**src/rtl/unsignandsign_divider.sv**
```systemverilog
// Restoring 16-by-8 divider for unsigned and two's-complement operands.
// One quotient bit per clock behind a start/busy/done handshake.
module unsignandsign_divider #(
    parameter int WIDTH_N = 16,
    parameter int WIDTH_D = 8
) (
    input  logic               clk,
    input  logic               rst,
    input  logic               start,
    input  logic               sgn,
    input  logic [WIDTH_N-1:0] dividend,
    input  logic [WIDTH_D-1:0] divisor,
    output logic               busy,
    output logic               done,
    output logic [WIDTH_N-1:0] quotient,
    output logic [WIDTH_D-1:0] remainder,
    output logic               div_by_zero
);

    localparam int CW = $clog2(WIDTH_N);
    localparam logic [CW-1:0] LAST = CW'(WIDTH_N - 1);

    typedef enum logic [1:0] {
        IDLE,
        CALC,
        DONE
    } state_t;

    state_t             state_q, state_d;
    logic [CW-1:0]      cnt_q, cnt_d;
    logic [WIDTH_N-1:0] num_q, num_d;
    logic [WIDTH_D-1:0] den_q, den_d;
    logic [WIDTH_D-1:0] part_q, part_d;
    logic               qneg_q, qneg_d;
    logic               rneg_q, rneg_d;
    logic               busy_q, busy_d;
    logic               done_q, done_d;
    logic [WIDTH_N-1:0] quo_q, quo_d;
    logic [WIDTH_D-1:0] rem_q, rem_d;
    logic               dbz_q, dbz_d;

    logic               dvd_neg;
    logic               dvs_neg;
    logic [WIDTH_N-1:0] dvd_mag;
    logic [WIDTH_D-1:0] dvs_mag;
    logic [WIDTH_D:0]   shifted;
    logic               fits;
    logic [WIDTH_D-1:0] trial;
    logic [WIDTH_D-1:0] part_nx;
    logic [WIDTH_N-1:0] num_nx;

    // Operand magnitudes; a wrapped -min stays correct as an unsigned value
    always_comb begin
        dvd_neg = sgn & dividend[WIDTH_N-1];
        dvs_neg = sgn & divisor[WIDTH_D-1];
        dvd_mag = dvd_neg ? -dividend : dividend;
        dvs_mag = dvs_neg ? -divisor : divisor;
    end

    // One restoring step: 9-bit trial against the divisor magnitude
    always_comb begin
        shifted = {part_q, num_q[WIDTH_N-1]};
        fits    = shifted >= {1'b0, den_q};
        trial   = shifted[WIDTH_D-1:0] - den_q;
        part_nx = fits ? trial : shifted[WIDTH_D-1:0];
        num_nx  = {num_q[WIDTH_N-2:0], fits};
    end

    always_comb begin
        state_d = state_q;
        cnt_d   = cnt_q;
        num_d   = num_q;
        den_d   = den_q;
        part_d  = part_q;
        qneg_d  = qneg_q;
        rneg_d  = rneg_q;
        busy_d  = busy_q;
        done_d  = 1'b0;
        quo_d   = quo_q;
        rem_d   = rem_q;
        dbz_d   = dbz_q;

        unique case (state_q)
            IDLE: begin
                busy_d = 1'b0;
                if (start) begin
                    num_d  = dvd_mag;
                    den_d  = dvs_mag;
                    part_d = '0;
                    cnt_d  = '0;
                    qneg_d = dvd_neg ^ dvs_neg;
                    rneg_d = dvd_neg;
                    if (divisor == '0) begin
                        state_d = DONE;
                        done_d  = 1'b1;
                        quo_d   = '1;
                        rem_d   = dividend[WIDTH_D-1:0];
                        dbz_d   = 1'b1;
                    end else begin
                        state_d = CALC;
                        busy_d  = 1'b1;
                    end
                end
            end
            CALC: begin
                num_d  = num_nx;
                part_d = part_nx;
                cnt_d  = cnt_q + CW'(1);
                if (cnt_q == LAST) begin
                    state_d = DONE;
                    busy_d  = 1'b0;
                    done_d  = 1'b1;
                    quo_d   = qneg_q ? -num_nx : num_nx;
                    rem_d   = rneg_q ? -part_nx : part_nx;
                    dbz_d   = 1'b0;
                end
            end
            DONE: begin
                state_d = IDLE;
            end
            default: begin
                state_d = IDLE;
                busy_d  = 1'b0;
            end
        endcase
    end

    always_ff @(posedge clk) begin
        if (rst) begin
            state_q <= IDLE;
            cnt_q   <= '0;
            num_q   <= '0;
            den_q   <= '0;
            part_q  <= '0;
            qneg_q  <= 1'b0;
            rneg_q  <= 1'b0;
            busy_q  <= 1'b0;
            done_q  <= 1'b0;
            quo_q   <= '0;
            rem_q   <= '0;
            dbz_q   <= 1'b0;
        end else begin
            state_q <= state_d;
            cnt_q   <= cnt_d;
            num_q   <= num_d;
            den_q   <= den_d;
            part_q  <= part_d;
            qneg_q  <= qneg_d;
            rneg_q  <= rneg_d;
            busy_q  <= busy_d;
            done_q  <= done_d;
            quo_q   <= quo_d;
            rem_q   <= rem_d;
            dbz_q   <= dbz_d;
        end
    end

    assign busy        = busy_q;
    assign done        = done_q;
    assign quotient    = quo_q;
    assign remainder   = rem_q;
    assign div_by_zero = dbz_q;

endmodule
```
**config.mk**
```make
export PLATFORM = sky130hd
export DESIGN_NAME = unsignandsign_divider
export DESIGN_NICKNAME = d
export VERILOG_FILES = /design/src/rtl/unsignandsign_divider.sv
export SDC_FILE = /design/constraint.sdc
export NUM_CORES = 1
export LEC_CHECK = 0
export CORE_ASPECT_RATIO = 1.25
export CORE_UTILIZATION = 46
export DETAILED_ROUTE_END_ITERATION = 7
export GPL_TIMING_DRIVEN = 1
export MAX_ROUTING_LAYER = met4
export PLACE_DENSITY_LB_ADDON = 0.1
export SLEW_MARGIN = 30
export SYNTH_ARGS = -nofsm -noshare
export SYNTH_HDL_FRONTEND = slang
export SYNTH_SLANG_ARGS = --single-unit
```
**constraint.sdc**
```tcl
create_clock -name clk -period 3.47 [get_ports clk]
set_input_delay 0.694 -clock clk [delete_from_list [all_inputs] [get_ports clk]]
set_output_delay 0.694 -clock clk [all_outputs]
set_load 0.05 [all_outputs]
```
==> results_dict.tcl <==
set metrics [dict create \
    status "completed" \
    crit_type "flip-flop to flip-flop" \
    viasPerCell 5.70 \
    clock_skew_ns 0.00900 \
    seq_area_frac_synth_pct 33.1 \
    final_area_um2 4950 \
    slew_violations 0 \
    filler_cell_count 818 \
    vdd.ir_drop.worst_mv 0.276 \
    ant_nets 0 \
    grt_pass1_vias 3602 \
    ys_ff_latch 67 \
    drt_wl_total_um 11300 \
    grtUsageTotal_pct 26.6 \
    cpPeakStageDelay_ns 0.37 \
    cp_max_fo 5 \
    finish.utilization_pct 59.1 \
    synthCells 514 \
    row_count 37 \
    yosysUniqueCellTypes 54 \
    timing.final.crit_share_pct 93.4 \
    drc 0 \
    start_kind "flip-flop" \
    syn_nets 556 \
    io_pins 55 \
    die_width_um 85.9 \
    max-cap-violations 0 \
    cts_setup_buffers 0 \
    holdBufCountCts 0 \
    avgRoutedWirePerCell_um 16.4 \
    r2r_start "den_q[4]" \
    fin_cells 686 \
    reg2reg_to "remainder[6]" \
    synthFlopType "dfxtp_1" \
    end_kind "flip-flop" \
    tightestPinTransition_ns 0.776 \
    via_count 3908 \
    grt_max_degree 41 \
    power_density_nw_per_um2 536 \
    dp_cells 671 \
    path_cells "inv_1 > ha_1 > and2_4 > a221oi_4 > a31o_2 > nand2_1 > mux2_2 > inv_1 > ha_1 > nand2_1 > or3_1 > o31ai_2 > xnor2_1 > a221oi_1" \
    antenna_found_initial 0 \
    synth-async-reset-ratio_pct 0 \
    p_leak_nw 1.79 \
    critPathBufInv 2 \
    synthesis.area_um2 4050 \
    min_from "den_q[7]" \
    drive_above_1_share_pct 9.14 \
    rr_worst_depth 14 \
    mostFrequentLayoutCells "nor2_1 (72), dfxtp_1 (65), clkdlybuf4s50_1 (53)" \
    final_common_cell "nor2_1" \
    drt_iter0_drc 211 \
    dieHeight_um 107 \
    cts_root_buffer "clkbuf_8" \
    dr.pass1.iters 5 \
    relSlewSlack_pct 48.3 \
    ctsLongestPathBuffers 2 \
    synth_edf_count 0 \
    total_power_mw 2.65 \
    n_antenna_cell 0 \
    path_delay_family "compound AO/OA/AOI/OAI gates" \
    cp.required_ns 3.73 \
    grt-ovfl-total 0 \
    hold_path_class "flip-flop to flip-flop" \
    finalSetupViolations 0 \
    rsz0062_at_grt "no" \
    cp_slowest_cell "ha_1" \
    layout.nets 607 \
    critical_path_arrival_ns 3.50 \
    ys_warn_count 0 \
    htreeDepth 3 \
    gp_congestion 0.923 \
    regToRegSetupSlack_ns 0.23 \
    clkSlewWorstSetupHoldPaths_ns 0.07 \
    min_period_ns 3.24 \
    dieArea_um2 9190 \
    placed_area_um2 4760 \
    io_buffers 54 \
    regArea_um2 1340 \
    cts-buffers-inserted 9 \
    min_to "den_q[7]" \
    initial_core_util_pct 48.3 \
    final_hold_viol_count 0 \
    multiInputGateArea_um2 2520 \
    fin_tns_setup_ns 0 \
    coreArea_um2 8380 \
    whs_path_depth 2 \
    clk_latency_ns 0.36 \
    cts_tree "yes" \
    syn_to_final_growth_pct 22.3 \
    timing.fmax_mhz 309 \
    grt_pass1_wl_um 18300 \
    dp_hpwl_um 8470 \
    cts.sinks 67 \
    syn_area_per_cell_um2 7.88 \
]
-- kinds of logic after synthesis --
family / synth area share (%)
AO/OA/AOI/OAI: 26.1
XOR/XNOR: 9.30
adder cells (fa/ha/maj): 4.51
buffers and inverters: 4.85
flip-flops: 33.1
multiplexers: 1.85
AND/OR/NAND/NOR: 20.2
-- cell type report --
class	instances	area share [%]
repair buffers	72	13.8
clock buffers	12	3.34
well taps	117	2.96
inverters	19	1.44
multi-input cells	396	50.9
flip-flops and latches	67	27.1
clock inverters	3	0.455
-- sequential cells by signal, summed over array words and instances (netlist names), 2 cells and up --
| register | flops |
|---|---|
| den_q | 8 |
| state_q | 2 |
| quotient | 16 |
| remainder | 8 |
| num_q | 16 |
| part_q | 8 |
| cnt_q | 4 |
-- report_power, final --
group | switching [mW] | internal (mW) | total (mW)
Combinational | 0.660 | 0.491 | 1.15
Clock | 0.306 | 0.315 | 0.622
Sequential | 0.0635 | 0.818 | 0.881
-- worst reg2reg max path, stage by stage, from the launching register on --
cell and delay, ns:
dfxtp_1 0.33, inv_1 0.05, ha_1 0.37, and2_4 0.20
a221oi_4 0.32, a31o_2 0.26, nand2_1 0.11, mux2_2 0.32
inv_1 0.06, ha_1 0.18, nand2_1 0.07, or3_1 0.34
o31ai_2 0.21, xnor2_1 0.10, a221oi_1 0.23
-- layer usage --
layer  global-route usage, %  up-vias  share of wire (%)
met5                       -        -                  0
met2                    39.7      119                 46
met4                    12.0        0                2.1
li1                        -     1956                  -
met1                    35.8     1814                 48
met3                    3.46       19                4.4
-- how the worst max path moves through the flow --
stage,start,slack (ns),cells after the start,end
3_3_place_gp,part_q[3],0.35,14,quotient[14]
2_1_floorplan,den_q[6],0.42,13,remainder[6]
3_5_place_dp,part_q[3],0.17,13,remainder[6]
4_1_cts,part_q[3],0.18,13,remainder[6]
5_1_grt,den_q[4],0.01,15,quotient[14]
6_report,den_q[4],0.23,14,remainder[6]
-- Yosys cell counts, types with 5 or more instances --
master    number  area, um2
a211oi_1      25        188
a21oi_1       41        205
a22oi_1        9       67.6
a311oi_1       7       61.3
a31oi_1        6       37.5
clkbuf_1      25       93.8
dfxtp_1       67       1340
ha_1          13        163
inv_1         18       67.6
nand2_1       46        173
nand3_1       18       90.1
nand4_1        5       31.3
nor2_1        72        270
nor3_1         5       25.0
o211ai_1       6       45.0
o21ai_0       20        100
o31ai_1        8       60.1
o41ai_1        6       52.6
or3_1          9       56.3
xnor2_1       16        140
xor2_1        27        236
-- repair_timing --
| action | CTS | global route |
|---|---|---|
| endpoints found under the setup margin | 0 | 2 |
| endpoints found under the hold margin | 0 | 0 |
| resized for setup | 0 | 3 |
-- through the flow --
stage / hold WS (ns) / setup WS (ns)
after floorplan: 0.436 / 0.422
after global placement: 0.448 / 0.354
after detailed placement: 0.448 / 0.175
after CTS: 0.458 / 0.180
after global routing: 0.469 / 0.00991
final: 0.458 / 0.229
No activity file was read; power rests on OpenSTA's default activity.
